### config.mk
export PLATFORM = sky130hd
export DESIGN_NAME = vga_digit_renderer_flat
export DESIGN_NICKNAME = d
export VERILOG_FILES = /design/src/rtl/vga_digit_renderer_if.sv /design/src/rtl/vga_digit_renderer.sv /design/src/flat_wrapper.sv
export SDC_FILE = /design/constraint.sdc
export NUM_CORES = 1
export LEC_CHECK = 0
export CELL_PAD_IN_SITES_DETAIL_PLACEMENT = 0
export CELL_PAD_IN_SITES_GLOBAL_PLACEMENT = 1
export CORE_UTILIZATION = 44
export DETAILED_ROUTE_END_ITERATION = 6
export GPL_TIMING_DRIVEN = 0
export PLACE_DENSITY = 0.91
export SLEW_MARGIN = 40
export SYNTH_ARGS = -nofsm -noshare
export SYNTH_HDL_FRONTEND = slang
export SYNTH_SLANG_ARGS = --single-unit
### constraint.sdc
create_clock -name iVGA_CLK -period 6.49 [get_ports iVGA_CLK]
set_input_delay 0.9735 -clock iVGA_CLK [delete_from_list [all_inputs] [get_ports iVGA_CLK]]
set_output_delay 0.9735 -clock iVGA_CLK [all_outputs]
set_load 0.02 [all_outputs]
### src/rtl/vga_digit_renderer_if.sv
// Pixel, write and colour signals between the VGA timing/control side and the digit renderer.
interface vga_digit_renderer_if #(
  parameter int IDX_W   = 3,
  parameter int COLOR_W = 10
);
  logic [9:0]         iVGA_X, iVGA_Y, iORG_X, iORG_Y;
  logic               iWR_EN;
  logic [IDX_W-1:0]   iWR_IDX;
  logic [3:0]         iWR_VAL;
  logic               iCUR_EN;
  logic [IDX_W-1:0]   iCUR_IDX;
  logic [COLOR_W-1:0] iFG_R, iFG_G, iFG_B;
  logic [COLOR_W-1:0] oRed, oGreen, oBlue;
  logic [3:0]         oVal;

  modport master (
    output iVGA_X, iVGA_Y, iORG_X, iORG_Y, iWR_EN, iWR_IDX, iWR_VAL,
           iCUR_EN, iCUR_IDX, iFG_R, iFG_G, iFG_B,
    input  oRed, oGreen, oBlue, oVal
  );
  modport slave (
    input  iVGA_X, iVGA_Y, iORG_X, iORG_Y, iWR_EN, iWR_IDX, iWR_VAL,
           iCUR_EN, iCUR_IDX, iFG_R, iFG_G, iFG_B,
    output oRed, oGreen, oBlue, oVal
  );
endinterface

### src/rtl/vga_digit_renderer.sv
// Multi-digit hex seven-segment renderer, 2-clock pixel pipeline with blinking cursor.
// Optional macro LEADING_ZERO_BLANK_EN: blank leading zero digits (rightmost digit always shown).
module vga_digit_renderer #(
  parameter int NUM_DIGITS   = 8,
  parameter int IDX_W        = 3,
  parameter int SEG_LEN      = 30,
  parameter int SEG_THICK    = 2,
  parameter int DIGIT_PITCH  = 40,
  parameter int COLOR_W      = 10,
  parameter int BLINK_FRAMES = 30
)(
  input logic                  iVGA_CLK,
  input logic                  iRST_N,
  vga_digit_renderer_if.slave  bus
);
  localparam int CNT_W = (BLINK_FRAMES > 1) ? $clog2(BLINK_FRAMES) : 1;
  localparam logic [9:0] L  = 10'(SEG_LEN);
  localparam logic [9:0] T  = 10'(SEG_THICK);

  function automatic logic [6:0] seg_decode(input logic [3:0] v); // {a,b,c,d,e,f,g}
    case (v)
      4'h0: seg_decode = 7'b1111110;
      4'h1: seg_decode = 7'b0110000;
      4'h2: seg_decode = 7'b1101101;
      4'h3: seg_decode = 7'b1111001;
      4'h4: seg_decode = 7'b0110011;
      4'h5: seg_decode = 7'b1011011;
      4'h6: seg_decode = 7'b1011111;
      4'h7: seg_decode = 7'b1110000;
      4'h8: seg_decode = 7'b1111111;
      4'h9: seg_decode = 7'b1111011;
      4'hA: seg_decode = 7'b1110111;
      4'hB: seg_decode = 7'b0011111;
      4'hC: seg_decode = 7'b1001110;
      4'hD: seg_decode = 7'b0111101;
      4'hE: seg_decode = 7'b1001111;
      default: seg_decode = 7'b1000111;
    endcase
  endfunction

  logic [NUM_DIGITS-1:0][3:0] r_buf;
  logic [3:0]                 r_val;
  logic                       r_in;
  logic [IDX_W-1:0]           r_d;
  logic [9:0]                 r_lx, r_ly;
  logic [COLOR_W-1:0]         r_red, r_green, r_blue;
  logic                       r_fs_d, r_phase;
  logic [CNT_W-1:0]           r_cnt;

  // Stage 1: origin-relative coordinates and digit slot via per-digit window compare.
  logic signed [10:0] w_rx, w_ly;
  logic               w_in;
  logic [IDX_W-1:0]   w_d;
  logic [9:0]         w_lx;
  assign w_rx = $signed({1'b0, bus.iVGA_X}) - $signed({1'b0, bus.iORG_X});
  assign w_ly = $signed({1'b0, bus.iVGA_Y}) - $signed({1'b0, bus.iORG_Y});

  always_comb begin
    w_in = 1'b0;
    w_d  = '0;
    w_lx = '0;
    for (int k = 0; k < NUM_DIGITS; k++) begin
      if (!w_rx[10] && {1'b0, w_rx[9:0]} >= 11'(k*DIGIT_PITCH)
                    && {1'b0, w_rx[9:0]} <  11'(k*DIGIT_PITCH + SEG_LEN)) begin
        w_in = 1'b1;
        w_d  = IDX_W'(k);
        w_lx = w_rx[9:0] - 10'(k*DIGIT_PITCH);
      end
    end
    if (w_ly[10] || w_ly[9:0] >= 10'(2*SEG_LEN)) w_in = 1'b0;
  end

  logic w_wr_ok;
  always_comb begin
    w_wr_ok = 1'b0;
    for (int k = 0; k < NUM_DIGITS; k++)
      if (bus.iWR_IDX == IDX_W'(k)) w_wr_ok = bus.iWR_EN;
  end

  // Stage 2 reads the buffer combinationally, so a same-edge write is seen one pixel later.
  logic [3:0]            w_nib;
  logic                  w_lz;
  logic [6:0]            w_hit;
  logic                  w_cur_blank, w_lit;
`ifdef LEADING_ZERO_BLANK_EN
  localparam logic [NUM_DIGITS-1:0] BLANK_RST = {NUM_DIGITS{1'b1}} >> 1;
  logic [NUM_DIGITS-1:0] r_blank, w_blank;
  logic                  r_wr_d, w_seen;
  always_comb begin
    w_blank = '0;
    w_seen  = 1'b0;
    for (int k = 0; k < NUM_DIGITS-1; k++) begin
      if (r_buf[k] != 4'h0) w_seen = 1'b1;
      w_blank[k] = !w_seen;
    end
  end
  always_ff @(posedge iVGA_CLK or negedge iRST_N) begin
    if (!iRST_N) begin
      r_wr_d  <= 1'b0;
      r_blank <= BLANK_RST;
    end else begin
      r_wr_d <= w_wr_ok;
      if (r_wr_d) r_blank <= w_blank;
    end
  end
`endif

  always_comb begin
    w_nib = '0;
    w_lz  = 1'b0;
    for (int k = 0; k < NUM_DIGITS; k++) begin
      if (r_d == IDX_W'(k)) begin
        w_nib = r_buf[k];
`ifdef LEADING_ZERO_BLANK_EN
        w_lz  = r_blank[k];
`endif
      end
    end
  end

  assign w_hit = { r_ly < T,
                   r_lx >= L - T && r_ly <  L,
                   r_lx >= L - T && r_ly >= L,
                   r_ly >= 10'(2*SEG_LEN - SEG_THICK),
                   r_lx <  T && r_ly >= L,
                   r_lx <  T && r_ly <  L,
                   r_ly >= L && r_ly < L + T };
  assign w_cur_blank = bus.iCUR_EN && !r_phase && (r_d == bus.iCUR_IDX);
  assign w_lit       = r_in && |(seg_decode(w_nib) & w_hit) && !w_cur_blank && !w_lz;

  logic w_fs;
  assign w_fs = (bus.iVGA_X == 10'd0) && (bus.iVGA_Y == 10'd0);

  always_ff @(posedge iVGA_CLK or negedge iRST_N) begin
    if (!iRST_N) begin
      r_buf   <= '0;
      r_val   <= '0;
      r_in    <= 1'b0;
      r_d     <= '0;
      r_lx    <= '0;
      r_ly    <= '0;
      r_red   <= '0;
      r_green <= '0;
      r_blue  <= '0;
      r_fs_d  <= 1'b0;
      r_cnt   <= '0;
      r_phase <= 1'b1;
    end else begin
      for (int k = 0; k < NUM_DIGITS; k++)
        if (bus.iWR_EN && bus.iWR_IDX == IDX_W'(k)) r_buf[k] <= bus.iWR_VAL;
      if (w_wr_ok) r_val <= bus.iWR_VAL;

      r_in <= w_in;
      r_d  <= w_d;
      r_lx <= w_lx;
      r_ly <= w_ly[9:0];

      r_red   <= w_lit ? bus.iFG_R : '0;
      r_green <= w_lit ? bus.iFG_G : '0;
      r_blue  <= w_lit ? bus.iFG_B : '0;

      // Edge-detect so a held (0,0) counts as a single frame start.
      r_fs_d <= w_fs;
      if (w_fs && !r_fs_d) begin
        if (r_cnt == CNT_W'(BLINK_FRAMES-1)) begin
          r_cnt   <= '0;
          r_phase <= ~r_phase;
        end else begin
          r_cnt <= r_cnt + 1'b1;
        end
      end
    end
  end

  assign bus.oRed   = r_red;
  assign bus.oGreen = r_green;
  assign bus.oBlue  = r_blue;
  assign bus.oVal   = r_val;
endmodule

### src/flat_wrapper.sv
// flat-port wrapper written by rule: the top's interface ports become plain ports
module vga_digit_renderer_flat 
#(
  parameter int NUM_DIGITS   = 8,
  parameter int IDX_W        = 3,
  parameter int SEG_LEN      = 30,
  parameter int SEG_THICK    = 2,
  parameter int DIGIT_PITCH  = 40,
  parameter int COLOR_W      = 10,
  parameter int BLINK_FRAMES = 30
)
  (iVGA_CLK, iRST_N, bus_iVGA_X, bus_iVGA_Y, bus_iORG_X, bus_iORG_Y, bus_iWR_EN, bus_iWR_IDX, bus_iWR_VAL, bus_iCUR_EN, bus_iCUR_IDX, bus_iFG_R, bus_iFG_G, bus_iFG_B, bus_oRed, bus_oGreen, bus_oBlue, bus_oVal);
  vga_digit_renderer_if #(.IDX_W(IDX_W), .COLOR_W(COLOR_W)) bus_i ();
  input logic iVGA_CLK;
  input logic iRST_N;
  input wire logic [$bits(bus_i.iVGA_X)-1:0] bus_iVGA_X;
  input wire logic [$bits(bus_i.iVGA_Y)-1:0] bus_iVGA_Y;
  input wire logic [$bits(bus_i.iORG_X)-1:0] bus_iORG_X;
  input wire logic [$bits(bus_i.iORG_Y)-1:0] bus_iORG_Y;
  input wire logic [$bits(bus_i.iWR_EN)-1:0] bus_iWR_EN;
  input wire logic [$bits(bus_i.iWR_IDX)-1:0] bus_iWR_IDX;
  input wire logic [$bits(bus_i.iWR_VAL)-1:0] bus_iWR_VAL;
  input wire logic [$bits(bus_i.iCUR_EN)-1:0] bus_iCUR_EN;
  input wire logic [$bits(bus_i.iCUR_IDX)-1:0] bus_iCUR_IDX;
  input wire logic [$bits(bus_i.iFG_R)-1:0] bus_iFG_R;
  input wire logic [$bits(bus_i.iFG_G)-1:0] bus_iFG_G;
  input wire logic [$bits(bus_i.iFG_B)-1:0] bus_iFG_B;
  output wire logic [$bits(bus_i.oRed)-1:0] bus_oRed;
  output wire logic [$bits(bus_i.oGreen)-1:0] bus_oGreen;
  output wire logic [$bits(bus_i.oBlue)-1:0] bus_oBlue;
  output wire logic [$bits(bus_i.oVal)-1:0] bus_oVal;
  assign bus_i.iVGA_X = bus_iVGA_X;
  assign bus_i.iVGA_Y = bus_iVGA_Y;
  assign bus_i.iORG_X = bus_iORG_X;
  assign bus_i.iORG_Y = bus_iORG_Y;
  assign bus_i.iWR_EN = bus_iWR_EN;
  assign bus_i.iWR_IDX = bus_iWR_IDX;
  assign bus_i.iWR_VAL = bus_iWR_VAL;
  assign bus_i.iCUR_EN = bus_iCUR_EN;
  assign bus_i.iCUR_IDX = bus_iCUR_IDX;
  assign bus_i.iFG_R = bus_iFG_R;
  assign bus_i.iFG_G = bus_iFG_G;
  assign bus_i.iFG_B = bus_iFG_B;
  assign bus_oRed = bus_i.oRed;
  assign bus_oGreen = bus_i.oGreen;
  assign bus_oBlue = bus_i.oBlue;
  assign bus_oVal = bus_i.oVal;
  vga_digit_renderer #(.NUM_DIGITS(NUM_DIGITS), .IDX_W(IDX_W), .SEG_LEN(SEG_LEN), .SEG_THICK(SEG_THICK), .DIGIT_PITCH(DIGIT_PITCH), .COLOR_W(COLOR_W), .BLINK_FRAMES(BLINK_FRAMES)) u_core (.iVGA_CLK(iVGA_CLK), .iRST_N(iRST_N), .bus(bus_i));
endmodule
==> flow_summary_export.csv <==
group,metric,value,unit
outcome,status,"complete, no violations",
global_route,antenna_found_initial,0,
route,wl_per_cell,17.4,µm
power,irDropWorstVdd,0.123,mV
place,dp_hpwl,12200,µm
global_route,grtUsageTotal,23.4,%
finish,layout_common_cells,"clkdlybuf4s50_1, dfrtp_1, ha_1",
setup_path,r2r_slack,2.77,ns
synthesis,yosysSeqAreaShare,38.7,%
synthesis,ys_types,79,
timing,slew_headroom,47.2,%
global_route,grt-ovfl-total,0,
setup_path,r2r-end,"u_core.bus.oGreen[0]",
die,row_count,42,
die,die_h,120,µm
place,dp_slack,0.969,ns
cts,hold_buffers,0,
setup_path,cp-end-kind,"register",
synthesis,synthArstFlopShare,100,%
finish,fillers,1151,
setup_path,crit_path_end,"u_core.r_in",
setup_path,crit_fanout,10,
cts,cts_root_buf,"clkbuf_16",
route,dr.pass1.iters,4,
synthesis,synth_area,0.00615,mm²
finish,stdcell_count,923,
die,core-area,0.0135,mm²
route,vias,5242,
place,place_inst,907,
synthesis,synthCells,614,
place,portBuffers,116,
finish,fin_nets,871,
synthesis,synth-seq-cells,95,
global_route,grt_pass1_wl,26900,µm
timing,skew,0.0106,ns
synthesis,ys_warn_count,0,
die,start_util,45.7,%
route,drc,0,
power,power_density,247,mW/mm²
place,gp_congestion,0.908,
finish,final_common_cell,"clkdlybuf4s50_1",
timing,finalMaxSlewViolations,0,
setup_path,cp.required,6.68,ns
cts,cts_tree,"built",
min_path,hp-class,"register to register",
synthesis,avgSynthCellArea,10.0,µm²
timing,finalSetupViolations,0,
setup_path,worstSetupStartpointType,"input pin",
synthesis,synth_edf_count,0,
global_route,grt_pass1_vias,5432,
cts,cts.htree.levels,3,
timing,fin_setup_tns,0,ns
route,finalWirelength,16100,µm
setup_path,reg2regPathDepth,12,
setup_path,cp-startpoint,"bus_iVGA_X[0]",
finish,drive_gt1_share,12.6,%
timing,grt_setup_unrepaired,"no",
route,avgViaCountPerCell,5.68,
timing,period_share,79.2,%
finish,seqCellArea,0.00238,mm²
cts,cts_resized,0,
finish,areaGrowthSynthToFinish,28.1,%
timing,tightest_slew,0.790,ns
global_route,grt_max_degree,49,
timing,clock.fmax,195,MHz
setup_path,r2r_start,"u_core.r_d[1]",
finish,num_antenna_cells,0,
synthesis,synthTopCellsByArea,"dfrtp_1, ha_1, mux2_2",
synthesis,yosys.area.top_type,"dfrtp_1",
setup_path,crit_arrival,5.33,ns
timing,fin_crit,5.14,ns
die,fp.dieW,120,µm
route,drt-initial-drc-count,361,
synthesis,syn_nets,743,
setup_path,critical_path_class,"input pin to register",
timing,setup_slack,1.35,ns
finish,multi_input_comb_area,0.00352,mm²
synthesis,synth-main-ff-cell,"dfrtp_1",
power,leakagePower,3.45,nW
cts,clock_sinks,95,
route,drtAntennaViolNets,0,
run,maxCapViolCount,0,
cts,clock_latency,0.34,ns
cts,cts_setup_buffers,0,
synthesis,synth_top_area_share,38.3,%
cts,cts.clk_slew.worst_paths,0.07,ns
min_path,hold_start,"u_core.r_phase",
cts,cts_inserted_buffers,9,
die,die-area,0.0145,mm²
timing,hold_viol,0,
cts,clock_path_buffers,2,
die,ios,118,
-- per-stage QoR --
step	instance area, µm²	util, %	power [mW]	hold slack (ns)
after floorplan	6150	-	1.18	0.451
after global placement	7530	56.0	1.39	0.470
after detailed placement	7570	56.3	1.40	0.475
after CTS	7870	58.5	1.96	0.489
after global routing	7880	58.6	2.07	0.499
final	7880	58.6	1.95	0.487
-- cell type report --
cell class              instances  share of cell area (%)
plain buffers                  18                    1.48
clock buffers                  11                    3.08
clock inverters                 5                   0.810
inverters                      40                    1.91
multi-input cells             461                    44.6
flip-flops and latches         95                    30.2
well taps                     176                    2.79
repair buffers                117                    15.1
-- critical path, cell delays in order --
cell	delay (ns)
clkdlybuf4s50_1	0.48
inv_1	0.05
ha_1	0.21
fa_1	0.42
nand2b_1	0.20
nand2b_1	0.09
a21o_1	0.15
xor2_2	0.48
ha_1	0.28
clkbuf_1	0.40
nand3_1	0.17
a211oi_1	0.29
o21a_1	0.36
nor2_1	0.18
nor4b_2	0.21
nor3_1	0.40
-- how the worst min path moves through the flow --
stage | cells past startpoint | to | slack, ns
final | 1 | u_core.r_phase | 0.49
after global routing | 1 | u_core.r_cnt[4] | 0.50
after CTS | 1 | u_core.r_cnt[4] | 0.49
after detailed placement | 1 | u_core.r_cnt[4] | 0.48
after global placement | 1 | u_core.r_cnt[4] | 0.47
after floorplan | 1 | u_core.r_cnt[4] | 0.45
-- power breakdown --
group          internal (mW)  switching, mW
Combinational          0.313          0.393
Clock                  0.314          0.230
Sequential             0.664         0.0368
-- cells in the mapped netlist (8+ instances only) --
library cell and number:
a21oi_1 28, mux2_2 37, and2_1 33, nor4_1 9, dfrtp_1 94, o21ai_1 8, nand2_1 42, a21o_1 9
nor2_1 40, xnor2_1 12, o21ai_0 18, inv_1 36, ha_1 43, nor3_1 11, nand3_1 19, xor2_1 8
-- flip-flops by register name, indices dropped and copies added (netlist names) --
| signal | flops |
|---|---|
| u_core.r_ly | 9 |
| u_core.r_lx | 9 |
| u_core.r_d | 3 |
| u_core.r_cnt | 5 |
| u_core.r_in | 1 |
| u_core.bus.oBlue | 10 |
| u_core.r_buf | 32 |
| u_core.bus.oRed | 10 |
| u_core.r_fs_d | 1 |
| u_core.bus.oVal | 4 |
| u_core.r_phase | 1 |
| u_core.bus.oGreen | 10 |
-- logic make-up (layout without fill, tap and decap cells) --
family	Yosys count	in the layout	share of synthesized area [%]
compound gates	146	146	16.6
xor+xnor	21	21	3.30
fa+ha+maj	45	45	9.40
buf+inv	58	191	4.33
flops	95	95	38.7
mux	53	53	10.8
simple gates	196	196	16.9
-- routing by layer --
layer / track usage [%] / vias to the layer above / wire, µm
li1: - / 2506 / -
met2: 40.9 / 196 / 7620
met4: 6.10 / 0 / 230
met3: 4.15 / 18 / 1090
met1: 29.8 / 2522 / 7110
met5: 0 / - / 0
(Power assumes the default switching activity.)
